<file path="config.mk">
export PLATFORM = sky130hd
export DESIGN_NAME = rename_issue_ctrl_flat
export DESIGN_NICKNAME = d
export VERILOG_FILES = /design/src/rtl/rename_issue_ctrl_if.sv /design/src/rtl/rename_issue_ctrl.sv /design/src/flat_wrapper.sv
export SDC_FILE = /design/constraint.sdc
export NUM_CORES = 1
export LEC_CHECK = 0
export ABC_AREA = 1
export CELL_PAD_IN_SITES_DETAIL_PLACEMENT = 2
export CELL_PAD_IN_SITES_GLOBAL_PLACEMENT = 2
export CORE_MARGIN = 2
export CORE_UTILIZATION = 18
export DETAILED_ROUTE_END_ITERATION = 8
export PLACE_DENSITY = 0.89
export SLEW_MARGIN = 40
export SYNTH_ARGS = -nofsm -noshare
export SYNTH_HDL_FRONTEND = slang
export SYNTH_SLANG_ARGS = --single-unit
</file>
<file path="constraint.sdc">
create_clock -name clk -period 3.2 [get_ports clk]
set_input_delay 0.64 -clock clk [delete_from_list [all_inputs] [get_ports clk]]
set_output_delay 0.64 -clock clk [all_outputs]
set_load 0.05 [all_outputs]
</file>
<file path="src/rtl/rename_issue_ctrl_if.sv">
// Bundle between rename_issue_ctrl and its neighbours (decoder, ROB head,
// rename register file).
//
// Handshake semantics: a decoded instruction transfers on a cycle where
// dec_valid && dec_ready are both high at the rising clock edge; dec_tag is
// the ROB tag that instruction receives. The decoder may hold or change its
// offer freely while dec_ready is low. Commit and flush are single-cycle
// requests with no back-pressure; the controller decides whether to act on
// them. rf_* outputs are strobes meaningful only in the cycle they are high.
//
// dbg_* signals expose the controller's internal state for checkers.
interface rename_issue_ctrl_if #(
  parameter int TAG_W = 4
);
  logic              rdy;
  logic              dec_valid;
  logic              dec_has_rd;
  logic [4:0]        dec_rd;
  logic              dec_ready;
  logic [TAG_W-1:0]  dec_tag;
  logic              rob_commit_valid;
  logic [4:0]        rob_commit_rd;
  logic [31:0]       rob_commit_val;
  logic              flush_req;
  logic              rf_issue;
  logic [4:0]        rf_issue_rd;
  logic [TAG_W-1:0]  rf_issue_rob_pos;
  logic              rf_commit;
  logic [4:0]        rf_commit_rd;
  logic [31:0]       rf_commit_val;
  logic [TAG_W-1:0]  rf_commit_rob_pos;
  logic              rf_rollback;
  logic              rob_full;
  logic              dbg_state;
  logic [TAG_W:0]    dbg_count;
  logic [3:0]        dbg_flush_ctr;

  modport master (
    input  rdy, dec_valid, dec_has_rd, dec_rd,
           rob_commit_valid, rob_commit_rd, rob_commit_val, flush_req,
    output dec_ready, dec_tag,
           rf_issue, rf_issue_rd, rf_issue_rob_pos,
           rf_commit, rf_commit_rd, rf_commit_val, rf_commit_rob_pos,
           rf_rollback, rob_full,
           dbg_state, dbg_count, dbg_flush_ctr
  );

  modport slave (
    output rdy, dec_valid, dec_has_rd, dec_rd,
           rob_commit_valid, rob_commit_rd, rob_commit_val, flush_req,
    input  dec_ready, dec_tag,
           rf_issue, rf_issue_rd, rf_issue_rob_pos,
           rf_commit, rf_commit_rd, rf_commit_val, rf_commit_rob_pos,
           rf_rollback, rob_full,
           dbg_state, dbg_count, dbg_flush_ctr
  );
endinterface

</file>
<file path="src/rtl/rename_issue_ctrl.sv">
// rename_issue_ctrl: allocates ROB tags in order, drives rename register
// file issue/commit strobes, tracks ROB occupancy and sequences the
// mispredict rollback (one registered clear pulse, then FLUSH_CYCLES cycles
// with the decoder held off).
//
// Optional build macro RENAME_PERF_CNT_EN adds perf_stall / perf_flush
// counters as extra output ports.
module rename_issue_ctrl #(
  parameter int TAG_W        = 4,
  parameter int FLUSH_CYCLES = 2
) (
  input  logic                 clk,
  input  logic                 rst,
  rename_issue_ctrl_if.master  bus
`ifdef RENAME_PERF_CNT_EN
  ,
  output logic [31:0]          perf_stall,
  output logic [31:0]          perf_flush
`endif
);

  typedef enum logic {
    ST_RUN   = 1'b0,
    ST_FLUSH = 1'b1
  } state_e;

  localparam logic [TAG_W:0] DEPTH      = {1'b1, {TAG_W{1'b0}}};
  localparam logic [TAG_W:0] CNT_ONE    = {{TAG_W{1'b0}}, 1'b1};
  localparam logic [3:0]     FLUSH_INIT = 4'(FLUSH_CYCLES);

  state_e           state_q, state_d;
  logic [TAG_W-1:0] head_q, head_d;
  logic [TAG_W-1:0] tail_q, tail_d;
  logic [TAG_W:0]   count_q, count_d;
  logic [3:0]       flush_ctr_q, flush_ctr_d;
  logic             rollback_q, rollback_d;

  logic run;
  logic full;
  logic dec_ready_w;
  logic accept;
  logic commit_acc;
  logic flush_take;

`ifdef RENAME_PERF_CNT_EN
  logic [31:0] perf_stall_q, perf_stall_d;
  logic [31:0] perf_flush_q, perf_flush_d;
`endif

  // Handshake qualifiers; no commit bypass into dec_ready so a full ROB
  // stays full for the whole cycle even if the head retires.
  always_comb begin
    run         = (state_q == ST_RUN);
    full        = (count_q == DEPTH);
    dec_ready_w = bus.rdy & run & ~bus.flush_req & ~full;
    accept      = bus.dec_valid & dec_ready_w;
    commit_acc  = bus.rdy & bus.rob_commit_valid & (count_q != '0) & run;
    flush_take  = bus.rdy & run & bus.flush_req;
  end

  // Output strobes and pass-throughs; rdy low silences every strobe.
  always_comb begin
    bus.dec_ready         = dec_ready_w;
    bus.dec_tag           = tail_q;
    bus.rf_issue          = accept & bus.dec_has_rd & (bus.dec_rd != 5'd0);
    bus.rf_issue_rd       = bus.dec_rd;
    bus.rf_issue_rob_pos  = tail_q;
    bus.rf_commit         = commit_acc & (bus.rob_commit_rd != 5'd0);
    bus.rf_commit_rd      = bus.rob_commit_rd;
    bus.rf_commit_val     = bus.rob_commit_val;
    bus.rf_commit_rob_pos = head_q;
    bus.rf_rollback       = rollback_q & bus.rdy;
    bus.rob_full          = full;
    bus.dbg_state         = state_q;
    bus.dbg_count         = count_q;
    bus.dbg_flush_ctr     = flush_ctr_q;
  end

  // Next-state logic for the RUN/FLUSH sequencer and the ROB pointers.
  always_comb begin
    state_d     = state_q;
    head_d      = head_q;
    tail_d      = tail_q;
    count_d     = count_q;
    flush_ctr_d = flush_ctr_q;
    rollback_d  = rollback_q;
    if (bus.rdy) begin
      rollback_d = 1'b0;
      case (state_q)
        ST_RUN: begin
          if (bus.flush_req) begin
            // A commit in this cycle still strobes, but the pointers are
            // wiped anyway, so its head advance is irrelevant.
            state_d     = ST_FLUSH;
            head_d      = '0;
            tail_d      = '0;
            count_d     = '0;
            flush_ctr_d = FLUSH_INIT;
            rollback_d  = 1'b1;
          end else begin
            if (accept)     tail_d = tail_q + 1'b1;
            if (commit_acc) head_d = head_q + 1'b1;
            case ({accept, commit_acc})
              2'b10:   count_d = count_q + CNT_ONE;
              2'b01:   count_d = count_q - CNT_ONE;
              default: count_d = count_q;
            endcase
          end
        end
        ST_FLUSH: begin
          if (flush_ctr_q <= 4'd1) begin
            state_d     = ST_RUN;
            flush_ctr_d = 4'd0;
          end else begin
            flush_ctr_d = flush_ctr_q - 4'd1;
          end
        end
        default: state_d = ST_RUN;
      endcase
    end
  end

  // State register; rst wins over rdy so a frozen flush can still be aborted.
  always_ff @(posedge clk) begin
    if (rst) begin
      state_q     <= ST_RUN;
      head_q      <= '0;
      tail_q      <= '0;
      count_q     <= '0;
      flush_ctr_q <= 4'd0;
      rollback_q  <= 1'b0;
    end else begin
      state_q     <= state_d;
      head_q      <= head_d;
      tail_q      <= tail_d;
      count_q     <= count_d;
      flush_ctr_q <= flush_ctr_d;
      rollback_q  <= rollback_d;
    end
  end

`ifdef RENAME_PERF_CNT_EN
  // Stall cycles count only while enabled; flushes count when taken.
  always_comb begin
    perf_stall_d = perf_stall_q;
    perf_flush_d = perf_flush_q;
    if (bus.rdy & bus.dec_valid & ~dec_ready_w) perf_stall_d = perf_stall_q + 32'd1;
    if (flush_take)                             perf_flush_d = perf_flush_q + 32'd1;
  end

  // Performance counter registers, free-running with natural wrap.
  always_ff @(posedge clk) begin
    if (rst) begin
      perf_stall_q <= 32'd0;
      perf_flush_q <= 32'd0;
    end else begin
      perf_stall_q <= perf_stall_d;
      perf_flush_q <= perf_flush_d;
    end
  end

  assign perf_stall = perf_stall_q;
  assign perf_flush = perf_flush_q;
`else
  // Flush-taken qualifier only feeds the optional counters.
  logic unused_flush_take;
  assign unused_flush_take = flush_take;
`endif

endmodule

</file>
<file path="src/flat_wrapper.sv">
// flat-port wrapper written by rule: the top's interface ports become plain ports
module rename_issue_ctrl_flat 
#(
  parameter int TAG_W        = 4,
  parameter int FLUSH_CYCLES = 2
)
  (clk, rst, bus_rdy, bus_dec_valid, bus_dec_has_rd, bus_dec_rd, bus_rob_commit_valid, bus_rob_commit_rd, bus_rob_commit_val, bus_flush_req, bus_dec_ready, bus_dec_tag, bus_rf_issue, bus_rf_issue_rd, bus_rf_issue_rob_pos, bus_rf_commit, bus_rf_commit_rd, bus_rf_commit_val, bus_rf_commit_rob_pos, bus_rf_rollback, bus_rob_full, bus_dbg_state, bus_dbg_count, bus_dbg_flush_ctr);
  rename_issue_ctrl_if #(.TAG_W(TAG_W)) bus_i ();
  input  logic clk;
  input  logic rst;
  input wire logic [$bits(bus_i.rdy)-1:0] bus_rdy;
  input wire logic [$bits(bus_i.dec_valid)-1:0] bus_dec_valid;
  input wire logic [$bits(bus_i.dec_has_rd)-1:0] bus_dec_has_rd;
  input wire logic [$bits(bus_i.dec_rd)-1:0] bus_dec_rd;
  input wire logic [$bits(bus_i.rob_commit_valid)-1:0] bus_rob_commit_valid;
  input wire logic [$bits(bus_i.rob_commit_rd)-1:0] bus_rob_commit_rd;
  input wire logic [$bits(bus_i.rob_commit_val)-1:0] bus_rob_commit_val;
  input wire logic [$bits(bus_i.flush_req)-1:0] bus_flush_req;
  output wire logic [$bits(bus_i.dec_ready)-1:0] bus_dec_ready;
  output wire logic [$bits(bus_i.dec_tag)-1:0] bus_dec_tag;
  output wire logic [$bits(bus_i.rf_issue)-1:0] bus_rf_issue;
  output wire logic [$bits(bus_i.rf_issue_rd)-1:0] bus_rf_issue_rd;
  output wire logic [$bits(bus_i.rf_issue_rob_pos)-1:0] bus_rf_issue_rob_pos;
  output wire logic [$bits(bus_i.rf_commit)-1:0] bus_rf_commit;
  output wire logic [$bits(bus_i.rf_commit_rd)-1:0] bus_rf_commit_rd;
  output wire logic [$bits(bus_i.rf_commit_val)-1:0] bus_rf_commit_val;
  output wire logic [$bits(bus_i.rf_commit_rob_pos)-1:0] bus_rf_commit_rob_pos;
  output wire logic [$bits(bus_i.rf_rollback)-1:0] bus_rf_rollback;
  output wire logic [$bits(bus_i.rob_full)-1:0] bus_rob_full;
  output wire logic [$bits(bus_i.dbg_state)-1:0] bus_dbg_state;
  output wire logic [$bits(bus_i.dbg_count)-1:0] bus_dbg_count;
  output wire logic [$bits(bus_i.dbg_flush_ctr)-1:0] bus_dbg_flush_ctr;
  assign bus_i.rdy = bus_rdy;
  assign bus_i.dec_valid = bus_dec_valid;
  assign bus_i.dec_has_rd = bus_dec_has_rd;
  assign bus_i.dec_rd = bus_dec_rd;
  assign bus_i.rob_commit_valid = bus_rob_commit_valid;
  assign bus_i.rob_commit_rd = bus_rob_commit_rd;
  assign bus_i.rob_commit_val = bus_rob_commit_val;
  assign bus_i.flush_req = bus_flush_req;
  assign bus_dec_ready = bus_i.dec_ready;
  assign bus_dec_tag = bus_i.dec_tag;
  assign bus_rf_issue = bus_i.rf_issue;
  assign bus_rf_issue_rd = bus_i.rf_issue_rd;
  assign bus_rf_issue_rob_pos = bus_i.rf_issue_rob_pos;
  assign bus_rf_commit = bus_i.rf_commit;
  assign bus_rf_commit_rd = bus_i.rf_commit_rd;
  assign bus_rf_commit_val = bus_i.rf_commit_val;
  assign bus_rf_commit_rob_pos = bus_i.rf_commit_rob_pos;
  assign bus_rf_rollback = bus_i.rf_rollback;
  assign bus_rob_full = bus_i.rob_full;
  assign bus_dbg_state = bus_i.dbg_state;
  assign bus_dbg_count = bus_i.dbg_count;
  assign bus_dbg_flush_ctr = bus_i.dbg_flush_ctr;
  rename_issue_ctrl #(.TAG_W(TAG_W), .FLUSH_CYCLES(FLUSH_CYCLES)) u_core (.clk(clk), .rst(rst), .bus(bus_i));
endmodule
</file>
==> flow_metrics.py <==
metrics = {
    "run_status": {
        "status": "finished clean",
    },
    "setup_path": {
        "cp_slowest_cell": "clkdlybuf4s50_1",
        "path_cells": "clkdlybuf4s50_1, nand2_4, nor2_8, nand3_4, clkinv_4, nand2_1, a21oi_1, buf_12",
        "crit_buf_inv": 3,
        "arrival_ns": 2.20,
        "worst_setup_path_start_kind": "input pin",
        "endpoint_kind": "primary output",
        "crit_type": "input pin to primary output",
        "crit_fanout": 5,
        "cp_top_family": "buffers and inverters",
        "max_stage_delay_ns": 0.61,
        "cp.required_ns": 2.56,
    },
    "run": {
        "drv_cap": 0,
    },
    "timing": {
        "skew_ns": 0.00248,
        "hold_viol": 0,
        "setup_tns_ns": 0,
        "finalMaxSlewViolations": 0,
        "max_freq_ghz": 0.352,
        "rsz0062_at_grt": "false",
        "fin_ws_ns": 0.363,
        "period_share_pct": 88.7,
        "fin_crit_ns": 2.84,
        "setup_violations": 0,
        "slew_headroom_pct": 65.9,
        "tightest_slew_ns": 0.510,
    },
    "synth": {
        "syn_inst": 208,
        "synth_area_per_cell_um2": 7.45,
        "syn_area_um2": 1550,
        "ys_seq_elements": 19,
        "yosys_warnings": 0,
        "ys_types": 29,
        "ys_seq_area_share_pct": 24.5,
        "synth_nets": 265,
    },
    "power": {
        "cellLeakagePower_nw": 0.832,
        "ir_worst_vdd_mv": 0.118,
        "power.density_nw_per_um2": 320,
    },
    "cells_and_area": {
        "post-route-util_pct": 23.3,
        "final_cell_mix": "clkdlybuf4s50_1 (49), nand2_1 (33), inv_1 (20), dfxtp_1 (19), a21oi_1 (18)",
        "layout_commonest_cell": "clkdlybuf4s50_1",
        "area_growth_pct": 24.7,
        "drive_above_1_share_pct": 11.9,
        "antenna_cells": 0,
        "nets": 276,
        "fill_cells": 974,
    },
    "routing": {
        "viasPerCell": 4.03,
        "avgRoutedWirePerCell_um": 13.9,
        "num_vias": 1301,
        "antenna_left": 0,
        "route.detailed.drc": 0,
        "drtIter0Drc": 39,
        "totalWireLength_um": 4490,
        "firstDrtPassIters": 4,
    },
    "floorplanning": {
        "io_pins": 118,
        "core-area_um2": 8300,
        "die_area_um2": 9370,
        "fp-row-count": 33,
        "die_w_um": 96.8,
        "die_y_um": 96.8,
        "initial_utilization_pct": 18.7,
    },
    "clocking": {
        "cts_resized": 0,
        "clk_latency_ns": 0.26,
        "holdBufCountCts": 0,
        "cts_buffers": 3,
        "cts_setup_buffers": 0,
        "clk_root_buffer_cell": "clkbuf_8",
        "clkTransAtPathRegs_ns": 0.08,
        "cts_sinks": 19,
        "cts_tree": "built",
        "clock_path_buffers": 2,
        "htree_levels": 1,
    },
    "grt": {
        "antenna_found_initial": 0,
        "grt_pass1_wl_um": 7740,
        "grt_max_degree": 12,
        "grt_usage_pct": 9.95,
        "grt_pass1_vias": 1523,
        "gr-total-overflow": 0,
    },
    "placement": {
        "io_buffers": 53,
        "gp_congestion": 0.735,
        "dp_hpwl_um": 3770,
        "pre_cts_slack_ns": 0.0708,
    },
    "worst_hold_path": {
        "hold_path.class": "register to register",
    },
}
## worst paths after layout
kind                           startpoint                      end  slack [ns]  depth (start not counted)
setup / recovery                  bus_rdy             bus_rf_issue        0.36                          8
hold / removal          u_core.rollback_q        u_core.rollback_q        0.48                          2
setup reg to reg  u_core.bus.dbg_count[0]  u_core.bus.dbg_count[4]        0.87                         16
hold reg to reg         u_core.rollback_q        u_core.rollback_q        0.48                          2
## metrics by stage
stage | std cells | total power [mW] | hold WS, ns | cell area, um2
final | 323 | 0.618 | 0.482 | 1930
after CTS | 323 | 0.630 | 0.488 | 1930
after floorplan | 208 | 0.491 | 0.443 | 1550
after global routing | 323 | 0.650 | 0.533 | 1930
after global placement | 319 | 0.445 | 0.472 | 1890
after detailed placement | 319 | 0.451 | 0.467 | 1890
## cell usage after synthesis
master    instances  area share, %
buf_4            46             22
nand2_1          33            8.0
inv_1            20            4.8
dfxtp_1          19             25
a21oi_1          18            5.8
nor2_1           16            3.9
nand3_1          10            3.2
ha_1              7            5.6
xor2_1            5            2.8
nand2_4           4            2.9
nand4_1           4            1.6
nor3_1            3           0.97
o21ai_0           3           0.97
inv_2             2           0.48
nand2_2           2           0.81
nand3_4           2            2.3
xnor2_1           2            1.1
a21oi_2           1           0.57
a221oi_1          1           0.57
and3_1            1           0.40
buf_6             1           0.73
clkbuf_1          1           0.24
clkinv_4          1           0.57
fa_1              1            1.3
nand3_2           1           0.65
nor2_2            1           0.40
nor2_4            1           0.73
nor2_8            1            1.3
or2_2             1           0.40
## cell type report
type                    count  area [um2]  area share (%)
repair buffers             54         566            29.3
well taps                 105         131            6.80
clock inverters             1        5.00           0.259
flip-flops and latches     19         380            19.7
inverters                  23        91.3            4.72
clock buffers               3        41.3            2.14
multi-input cells         118         718            37.2
## worst register-to-register path, cell delays in order (launching register included)
cell     delay (ns)
dfxtp_1        0.39
nor2_1         0.20
nand3_1        0.17
nand2_4        0.13
inv_2          0.07
nand2_4        0.13
inv_1          0.10
ha_1           0.34
a21oi_1        0.24
nand2_1        0.08
nand2_1        0.06
nand2_1        0.06
inv_1          0.05
nand2_1        0.04
nand2_1        0.05
nand2_1        0.04
a21oi_1        0.11
## report_power, final
| group | switching, mW | internal (mW) |
|---|---|---|
| sequential | 0.0101 | 0.245 |
| clock | 0.0884 | 0.0869 |
| combinational | 0.119 | 0.0687 |
| total | 0.218 | 0.400 |
## flip-flops by register name, summed over array words and instances, names as in the netlist
name,count
u_core.bus.dbg_count,5
u_core.bus.dbg_flush_ctr,4
u_core.bus.dec_tag,4
u_core.bus.rf_commit_rob_pos,4
u_core.bus.dbg_state,1
u_core.rollback_q,1
## logic make-up (layout without fill, tap and decap cells)
kind of cell             Yosys count  in the layout  synth area share [%]
flip-flops                        19             19                  24.5
adder cells (fa/ha/maj)            8              8                  6.94
buffers and inverters             71             81                  29.1
AO/OA/AOI/OAI                     23             23                  7.91
XOR/XNOR                           7              7                  3.95
AND/OR/NAND/NOR                   80             80                  27.5
## layer usage
layer | vias up | global-route usage [%] | part of all wire, %
met2 | 39 | 18.7 | 54
met1 | 624 | 10.9 | 39
li1 | 629 | - | -
met3 | 9 | 2.02 | 4.7
met5 | - | 0 | 0
met4 | 0 | 3.68 | 1.6
Note: power is estimated with default switching activity, not from simulation.
